<file path="config.mk">
export PLATFORM = sky130hd
export DESIGN_NAME = route_lock_controller
export DESIGN_NICKNAME = d
export VERILOG_FILES = /design/src/rtl/route_lock_controller.sv
export SDC_FILE = /design/constraint.sdc
export NUM_CORES = 1
export LEC_CHECK = 0
export CORE_UTILIZATION = 46
export CTS_CLUSTER_DIAMETER = 30
export CTS_CLUSTER_SIZE = 20
export DETAILED_ROUTE_END_ITERATION = 10
export GPL_TIMING_DRIVEN = 0
export PLACE_DENSITY = 0.8
export SLEW_MARGIN = 25
export SYNTH_ARGS = -nofsm -noshare
export SYNTH_HDL_FRONTEND = slang
export SYNTH_SLANG_ARGS = --single-unit
</file>
<file path="constraint.sdc">
create_clock -name clk -period 2.2 [get_ports clk]
set_input_delay 0.44 -clock clk [delete_from_list [all_inputs] [get_ports clk]]
set_output_delay 0.44 -clock clk [all_outputs]
set_load 0.02 [all_outputs]
</file>
<file path="src/rtl/route_lock_controller.sv">
// route_lock_controller
// Wormhole route controller for one router input port. A head flit is handed
// to the head-flit decoder, the returned output-port request is latched and
// held towards the switch allocator until granted. The rest of the packet then
// streams to the crossbar through a one-flit register. The lock is released
// once the tail flit has left.
module route_lock_controller #(
   parameter int N             = 4,
   parameter int INDEX         = 1,
   parameter int DATA_WIDTH    = 8,
   parameter int PhitPerFlit   = 2,
   parameter int REQUEST_WIDTH = 2,
   localparam int FW           = PhitPerFlit * DATA_WIDTH
) (
   input  logic                     clk,
   input  logic                     rst,
   input  logic [FW-1:0]            in_flit,
   input  logic                     in_valid,
   output logic                     in_ready,
   output logic [FW-1:0]            dec_flit,
   input  logic [REQUEST_WIDTH-1:0] dec_request,
   output logic                     req_valid,
   output logic [REQUEST_WIDTH-1:0] req_port,
   input  logic                     grant,
   output logic [FW-1:0]            out_flit,
   output logic                     out_valid,
   input  logic                     out_ready,
   output logic [7:0]               drop_count
);

   // The node parameters only matter to the decoder; reject nonsense early.
   generate
      if (N < 2 || INDEX < 0 || INDEX >= N || FW < 2) begin : g_bad_params
         $error("route_lock_controller: invalid N/INDEX/flit width");
      end
   endgenerate

   typedef enum logic [1:0] {
      IDLE    = 2'd0,
      ROUTE   = 2'd1,
      REQUEST = 2'd2,
      FORWARD = 2'd3
   } state_t;

   state_t                   r_state;
   state_t                   w_state_next;
   logic [FW-1:0]            r_buf;
   logic                     r_buf_valid;
   logic                     r_tail_in;
   logic [REQUEST_WIDTH-1:0] r_req_port;
   logic [FW-1:0]            r_dec_flit;
   logic [7:0]               r_drop_count;

   logic                     w_in_ready;
   logic                     w_req_valid;
   logic                     w_out_valid;
   logic                     w_accept;
   logic                     w_drain;
   logic                     w_in_is_head;
   logic                     w_in_is_tail;

   // Flit type lives in the top two bits: bit FW-2 set means a head (01/11),
   // bit FW-1 set means the packet ends with this flit (10/11).
   assign w_in_is_head = in_flit[FW-2];
   assign w_in_is_tail = in_flit[FW-1];
   assign w_accept     = in_valid && w_in_ready;
   assign w_drain      = w_out_valid && out_ready;

   // State register.
   always_ff @(posedge clk) begin
      if (rst) begin
         r_state <= IDLE;
      end else begin
         r_state <= w_state_next;
      end
   end

   // Next-state and handshake outputs.
   always_comb begin
      w_state_next = r_state;
      w_in_ready   = 1'b0;
      w_req_valid  = 1'b0;
      w_out_valid  = 1'b0;
      case (r_state)
         IDLE: begin
            w_in_ready = 1'b1;
            if (in_valid && w_in_is_head) begin
               w_state_next = ROUTE;
            end
         end
         ROUTE: begin
            w_state_next = REQUEST;
         end
         REQUEST: begin
            w_req_valid = 1'b1;
            if (grant) begin
               w_state_next = FORWARD;
            end
         end
         FORWARD: begin
            // Lock stays asserted for the whole packet; grant is ignored here.
            w_req_valid = 1'b1;
            w_out_valid = r_buf_valid;
            // Buffer can take a new flit if empty or draining this cycle,
            // but never after the tail has been taken in.
            w_in_ready  = !r_tail_in && (!r_buf_valid || out_ready);
            if (r_buf_valid && out_ready && r_tail_in) begin
               w_state_next = IDLE;
            end
         end
         default: begin
            w_state_next = IDLE;
         end
      endcase
   end

   // Flit buffer, head latch, request latch and drop counter.
   always_ff @(posedge clk) begin
      if (rst) begin
         r_buf        <= '0;
         r_buf_valid  <= 1'b0;
         r_tail_in    <= 1'b0;
         r_req_port   <= '0;
         r_dec_flit   <= '0;
         r_drop_count <= '0;
      end else begin
         case (r_state)
            IDLE: begin
               if (in_valid) begin
                  if (w_in_is_head) begin
                     r_dec_flit  <= in_flit;
                     r_buf       <= in_flit;
                     r_buf_valid <= 1'b1;
                     r_tail_in   <= w_in_is_tail;
                  end else if (r_drop_count != 8'hFF) begin
                     r_drop_count <= r_drop_count + 8'd1;
                  end
               end
            end
            ROUTE: begin
               // Decoder has had a full cycle to settle on r_dec_flit.
               r_req_port <= dec_request;
            end
            FORWARD: begin
               if (w_accept) begin
                  r_buf       <= in_flit;
                  r_buf_valid <= 1'b1;
                  r_tail_in   <= w_in_is_tail;
               end else if (w_drain) begin
                  r_buf_valid <= 1'b0;
                  r_tail_in   <= 1'b0;
               end
            end
            default: begin
            end
         endcase
      end
   end

   // Output drive; out_flit is zero whenever nothing valid is presented.
   assign in_ready   = w_in_ready;
   assign req_valid  = w_req_valid;
   assign req_port   = r_req_port;
   assign dec_flit   = r_dec_flit;
   assign out_valid  = w_out_valid;
   assign out_flit   = w_out_valid ? r_buf : '0;
   assign drop_count = r_drop_count;

endmodule

</file>
After elaboration in Yosys (flattened, before gate mapping) --
Cells that the tools add are included.
Operators by class: equal/unequal tests 11, $lt $le $gt $ge 0, divide/modulo/power cells 0, reductions and logical operators 17, multiplexer cells 21, $mul 0, add/subtract/negate cells 1, shifts and indexed selects 0, bitwise gates (word level) 1
Operators by type and width (count):
- 16-bit 2-to-1 mux | 4
- 16-bit case mux with 2 select lines | 1
- 2-bit != test (second input constant) | 6
- 4-bit AND reduction | 3
- 1-bit 2-to-1 mux | 9
- 8-bit by 1-bit adder with 8-bit output (second input constant) | 1
- 8-bit != test (second input constant) | 1
- 2-bit case mux with 4 select lines | 1
- 1-bit logical AND | 6
- 2-bit 2-to-1 mux | 3
- 1-bit case mux with 2 select lines | 3
- 3-bit AND reduction | 2
- 2-bit == test (second input constant) | 2
- 3-bit != test (second input constant) | 1
- 2-bit by 1-bit == test with 1-bit output (second input constant) | 1
- 1-bit zero test | 2
- 2-bit zero test | 1
- 2-bit nonzero test | 1
- 2-bit OR reduction | 1
- 1-bit logical OR | 1
- 1-bit NOT | 1
Storage, ports and cells: ROM bits 0, flip-flop bits (word level) 46, bits in latches 0, memories 0, word-level logic and storage cells 58, input port bits 23, bits in writable memories 0

Longest topological paths before layout --
Gate-level depths: netlist of run 1.
word-level depth 7, gate-level depth with buffers 9, depth with buffers taken out 6

Worst setup path after synthesis of run 1 --
OpenSTA, ideal clock, no wires.
kind flip-flop to output port, start register r_state[0], end output port in_ready, data required time 1760 ps, arrival time 1452 ps, stages on the path, launching flop included 6, slack 308 ps, buffers on the path 2, cell sequence dfxtp_1 -> ha_1 -> clkbuf_1 -> clkbuf_1 -> a31oi_1 -> nor2_1
On the way: longest elaborated chain between the ends 2, elaborated cells between the ends (all ways) 3
Ends and longest elaborated chain:
- start: declaration | RTL line 45 | state_t r_state;
- start signal: assignment | RTL line 74 | r_state <= w_state_next;
- 2-bit == test or 2-bit zero test (tied branches) | RTL line 84 | case (r_state)
- 1-bit case mux with 2 select lines (*) | RTL line 84
- end: declaration | RTL line 19 | output logic in_ready,
Mark *: on every way between the ends. The rest lies on a longest branch, timed or not.

Final worst setup path of run 1 --
start input port out_ready, end output port in_ready
On the way: longest elaborated chain between the ends 3
Ends and longest elaborated chain:
- start: declaration | RTL line 27 | input logic out_ready,
- 1-bit logical OR | RTL line 106 | w_in_ready = !r_tail_in && (!r_buf_valid || out_ready);
- 1-bit logical AND | RTL line 106
- 1-bit case mux with 2 select lines | RTL line 84
Every way passes these cells.

==> results.toml, run 1 <==
[finish]
syn2layout_area_growth_pct = 42.54
stdcell_count = 380
layout-drive-gt1-share = 0.09756
layout.area.seq_um2 = 925.9
multi_input_comb_area_um2 = 1049
fillers = 352
final_util = 0.6865
layout.nets = 355
diodes = 0

[floorplan]
ioPinCount = 68
placementRows = 24
die_w_um = 69.52
design.core.area_um2 = 4354
dieArea_um2 = 4833
start_util = 0.4816
die_h_um = 69.52

[synthesis]
synth_nets = 282
synth_top_area_cell = "dfxtp_1"
ys_async_sr_fraction = 0
syn_area_um2 = 2097
yosys.area.top_type_share = 0.4391
synth-main-ff-cell = "dfxtp_1"
ys_types = 42
synthSimpleGateAreaFrac = 0.2416
synth_compound_area_frac = 0.1766
yosysWarnings = 0
synth_area_leaders = "dfxtp_1, a21oi_1, nand2_1"
ys_ff_latch = 46
synth.cells.most_frequent = "dfxtp_1, nand2_1, a21oi_1"
syn_area_per_cell_um2 = 8.256
yosysMostFrequentCell = "dfxtp_1"
syn_inst = 254
synth_edf_count = 0
synth.area.mux_share = 0.02924
synth_xor_area_frac = 0.01671
synth-seq-area-share = 0.4391
synth_top_family_by_area = "simple AND/OR/NAND/NOR gates"
synth_adder_area_share = 0.02983

[sta]
relSlewSlack = 0.6453
skew_ns = 0.009897
rsz0062_at_grt = "false"
timing.final.crit_period_ns = 2.072
max_freq_mhz = 482.7
fin_crit_sh = 0.9416
final-setup-viol-count = 0
report.final.slew_viol_count = 0
worst_pin_slew_ns = 0.5321
final_hold_viol_count = 0

[global_route]
grt_pass1_wl_um = 9149
grt.overflow.total = 0
grt_usage = 0.2357
antenna_found_initial = 0
grt_max_degree = 15
first_global_vias = 1881

[clocking]
cts_hold_buf = 0
h-tree-depth = 2
path_clk_slew_ns = 0.08
post_cts.repair.setup_buffers = 0
cts_tree = "yes"
clkLatencyLatePin_ns = 0.30
numCtsBuffers = 5
cts.sinks = 46
cts-root-buf = "clkbuf_8"
clk_path_buf_depth = 2

[routing]
wl_um = 5562
drt_iter0_markers = 143
routedWlPerCell_um = 14.64
via_count = 2078
drcViolationCount = 0
viasPerCell = 5.468
dr.pass1.iters = 4
antenna_left = 0

[flow_run]
drv_cap = 0

[place]
globalplace.congestion = 0.8053
dp.cells = 373
dp_hpwl_um = 3921
port_buffers = 67

[setup_path]
cpLargestDelayFamily = "buffers and inverters"
cp.required_ns = 1.76
crit_arrival_ns = 1.63
crit_type = "in2out"
cpMaxStageDelayCell = "clkdlybuf4s50_1"
crit_buf_inv = 2
path_max_fanout = 5
crit_path_max_incr_delay_ns = 0.53
worstSetupEndpointType = "output port"
crit_path_cell_trace = "clkdlybuf4s50_1, nand2b_1, a31oi_1, nor2_1, clkdlybuf4s15_2"
start_kind = "input pin"

[power]
powerDensity_nw_per_um2 = 911.3
peakVddDrop_v = 0.0005120
p_leak_nw = 1.230

[worst_hold_path]
hold_path.class = "reg2reg"

[run_status]
status = "finished clean"
==> stage by stage <==
| step | power, mW | setup WS [ns] | cell area [um2] | hold WS (ns) | TNS (ns) |
|---|---|---|---|---|---|
| 2_1_floorplan | 1.609 | 0.3078 | 2097 | 0.4435 | 0 |
| 3_3_place_gp | 1.918 | -0.4720 | 2833 | 0.4437 | -4.683 |
| 3_5_place_dp | 1.940 | -0.4876 | 2833 | 0.4494 | -5.061 |
| 4_1_cts | 2.724 | 0.006734 | 2994 | 0.4648 | 0 |
| 5_1_grt | 2.862 | 0.04358 | 2989 | 0.4778 | 0 |
| 6_report | 2.724 | 0.1285 | 2989 | 0.4626 | 0 |
==> layout make-up <==
class | instances | area share
multi-input combinational | 181 | 0.3508
inverter | 8 | 0.01005
sequential | 46 | 0.3098
buffer | 18 | 0.03851
tap | 52 | 0.02177
clock inverter | 2 | 0.02009
timing repair buffer | 67 | 0.2214
clock buffer | 6 | 0.02763
==> cell usage in the layout (no fill, tap or decap), types with 9 or more instances in the layout <==
cell type        count
nand3_1             20
dlygate4sd2_1       10
a21oi_1             32
o21ai_1              9
nand2_1             34
nor2_1              15
and3_1              19
clkdlybuf4s50_1     48
dfxtp_1             44
o21ai_0              9
==> kinds of logic (layout without fill, tap and decap cells) <==
group | Yosys count | count (layout)
and+or+nand+nor | 102 | 102
AOI/OAI and AO/OA | 64 | 64
DFF | 46 | 46
buffers and inverters | 27 | 101
muxes | 6 | 6
adders and majority gates | 5 | 5
xor gates and xnor gates | 4 | 4
==> path summary, 6_finish.rpt <==
check	from	cells past startpoint	slack, ns	to
setup / recovery	out_ready	5	0.13	in_ready
hold / removal	dec_flit[13]	2	0.46	dec_flit[13]
setup reg to reg	r_state[1]	8	0.25	r_buf[4]
hold reg to reg	dec_flit[13]	2	0.46	dec_flit[13]
==> routing by layer <==
layer,routed length (um),track usage,share of wire
met1,2618,0.3315,0.47
met2,2603,0.3722,0.47
met3,267,0.02907,0.048
met4,73,0.08390,0.013
met5,0,0,0
==> sequential cells by signal, indices dropped and copies added (netlist names) <==
name / flops
r_tail_in: 1
req_port: 2
dec_flit: 16
drop_count: 8
r_buf_valid: 1
r_buf: 16
r_state: 2
==> worst reg2reg max path, cell delays in order (launching register included) <==
cell      delay (ns)
dfxtp_2         0.38
inv_1           0.08
ha_1            0.39
and4bb_1        0.23
and3_1          0.20
buf_6           0.13
buf_12          0.13
o21ai_1         0.19
a21oi_1         0.09
==> timing repair <==
| item | 4_1_cts | 5_1_grt |
|---|---|---|
| gates resized for setup | 42 | 2 |
| endpoints found under the hold margin | 0 | 0 |
| setup endpoints to repair | 19 | 10 |
==> power breakdown <==
group | leakage, nW | switching, mW | internal (mW) | total [mW]
Sequential | 0.376 | 0.0787 | 0.952 | 1.03
Clock | 0.0714 | 0.289 | 0.484 | 0.773
Combinational | 0.783 | 0.517 | 0.404 | 0.921
(Power assumes the default switching activity.)
==> inputs of run 2 (changes only) <==
--- a/config.mk
+++ b/config.mk
@@ -5,6 +5,7 @@
 export SDC_FILE = /design/constraint.sdc
 export NUM_CORES = 1
 export LEC_CHECK = 0
+export CORE_ASPECT_RATIO = 1.25
 export CORE_UTILIZATION = 46
 export CTS_CLUSTER_DIAMETER = 30
 export CTS_CLUSTER_SIZE = 20
==> run 2 against run 1 <==
  * Final area decreased by 2.3%
  * First-iteration DRC count is 51% lower
  * Cell count up 1.8%
  * Worst setup slack got worse by 0.056 ns
  * Clock-buffer cell count decreased by 1
  * Critical path depth unchanged
  * Flip-flop and latch count is the same
  * Critical path type is now reg2out
  * Highest routed layer unchanged
==> results.toml, run 2 (synthesis gave the netlist of run 1 again) <==
[setup_path]
crit_path_cell_trace = "ha_4, clkbuf_4, buf_4, and3_1, clkdlybuf4s15_2"
start_kind = "register"
cp.required_ns = 1.76
crit_path_max_incr_delay_ns = 0.38
crit_arrival_ns = 1.69
r2r-start = "r_state[0]"
crit_buf_inv = 3
crit_start = "r_state[1]"
cpLargestDelayFamily = "buffers and inverters"
crit_type = "reg2out"
worstSetupEndpointType = "output port"
regToRegSetupSlack_ns = 0.24
path_max_fanout = 10
cpMaxStageDelayCell = "dfxtp_2"

[clocking]
cts-root-buf = "clkbuf_8"
numCtsBuffers = 5
h-tree-depth = 2
cts.sinks = 46
clk_path_buf_depth = 2
cts_hold_buf = 0
path_clk_slew_ns = 0.08
clkLatencyLatePin_ns = 0.31
cts_tree = "yes"

[routing]
wl_um = 5385
routedWlPerCell_um = 13.91
antenna_left = 0
drcViolationCount = 0
dr.pass1.iters = 4
drt_iter0_markers = 70
via_count = 2070
viasPerCell = 5.349

[flow_run]
drv_cap = 0

[place]
dp.cells = 379
place_ws_ns = -0.5015
globalplace.congestion = 0.7893
dp_hpwl_um = 3743
dpl-instance-area_um2 = 2840
port_buffers = 67

[finish]
diodes = 0
multi_input_comb_area_um2 = 1049
layout-drive-gt1-share = 0.1216
syn2layout_area_growth_pct = 39.20
layout.area.seq_um2 = 925.9
layout.nets = 356
fillers = 399
stdcell_count = 387
layout.cells.most_common = "clkdlybuf4s50_1"
layout_common_cells = "clkdlybuf4s50_1, dfxtp_1, nand2_1, a21oi_1, nand3_1"
final_util = 0.6647
fin_area_um2 = 2919

[sta]
timing.final.crit_period_ns = 2.128
fin_setup_tns_ns = 0
skew_ns = 0.01057
worst_pin_slew_ns = 0.6139
relSlewSlack = 0.5907
rsz0062_at_grt = "false"
final_hold_viol_count = 0
final-setup-viol-count = 0
setup_slack_ns = 0.07200
report.final.slew_viol_count = 0
max_freq_mhz = 469.9
fin_crit_sh = 0.9673
hold_ws_ns = 0.4555

[global_route]
grt_pass1_wl_um = 8783
grt_max_degree = 16
antenna_found_initial = 0
first_global_vias = 1994
grt.overflow.total = 0
grt_usage = 0.2288

[worst_hold_path]
min-delay-start = "dec_flit[0]"
hold_path.class = "reg2reg"

[floorplan]
start_util = 0.4775
die_h_um = 77.49
ioPinCount = 68
design.core.area_um2 = 4392
dieArea_um2 = 4835
die_w_um = 62.39
placementRows = 27

[power]
totalPowerFinal_mw = 2.457
p_leak_nw = 1.207
peakVddDrop_v = 0.0006456
powerDensity_nw_per_um2 = 841.6

[run_status]
status = "finished clean"
run 2: changes by cell type in the layout (fill, tap and decap cells not counted), sizes merged:
cell | previous run | this run
clkdlybuf4s15 | 9 | 4
clkbuf | 12 | 16
buf | 12 | 14
bufinv | 2 | 0
clkinv | 0 | 2
dlygate4sd2 | 10 | 9
inv | 8 | 9
run 2: area by class of cell:
class	instances	area share
clock buffer	5	0.02357
sequential	46	0.3172
buffer	19	0.04115
tap	58	0.02486
multi-input combinational	181	0.3592
timing repair buffer	67	0.2173
clock inverter	3	0.006429
inverter	8	0.01029
run 2: worst register-to-register path, cell delays in order, from the launching register on:
cell,delay [ns]
dfxtp_4,0.38
inv_1,0.06
ha_1,0.37
a211oi_2,0.51
buf_2,0.35
o22ai_2,0.10
a21oi_2,0.14
run 2: metal layers:
| metal | global-route usage | vias up | share of wire |
|---|---|---|---|
| li1 | - | 1032 | - |
| met3 | 0.07059 | 10 | 0.059 |
| met2 | 0.4176 | 49 | 0.51 |
| met5 | 0 | - | 0 |
| met1 | 0.2438 | 979 | 0.41 |
| met4 | 0.08837 | 0 | 0.019 |
run 2: worst paths after layout:
| path | end | cells after the start |
|---|---|---|
| max | out_flit[8] | 5 |
| min | dec_flit[0] | 2 |
| max reg2reg | r_buf[14] | 6 |
| min reg2reg | dec_flit[0] | 2 |
run 2: what timing repair did:
action	4_1_cts	5_1_grt
pin swaps	0	0
setup buffers	0	0
setup endpoints to repair	19	10
hold endpoints to repair	0	0
gates resized for setup	44	9
run 2: power by group:
part	internal [mW]	switching [mW]	total, mW
Clock	0.224	0.308	0.532
Sequential	0.951	0.0755	1.03
Combinational	0.388	0.510	0.898
Total	1.56	0.893	2.46
==> inputs of run 3 (changes only) <==
--- a/config.mk
+++ b/config.mk
@@ -7,6 +7,7 @@
 export LEC_CHECK = 0
 export CORE_ASPECT_RATIO = 1.25
 export CORE_UTILIZATION = 46
+export CTS_BUF_LIST = sky130_fd_sc_hd__clkbuf_8 sky130_fd_sc_hd__clkbuf_16
 export CTS_CLUSTER_DIAMETER = 30
 export CTS_CLUSTER_SIZE = 20
 export DETAILED_ROUTE_END_ITERATION = 10
==> results of run 3 <==
Final layout, timing and power as in run 2 (identical DEF).
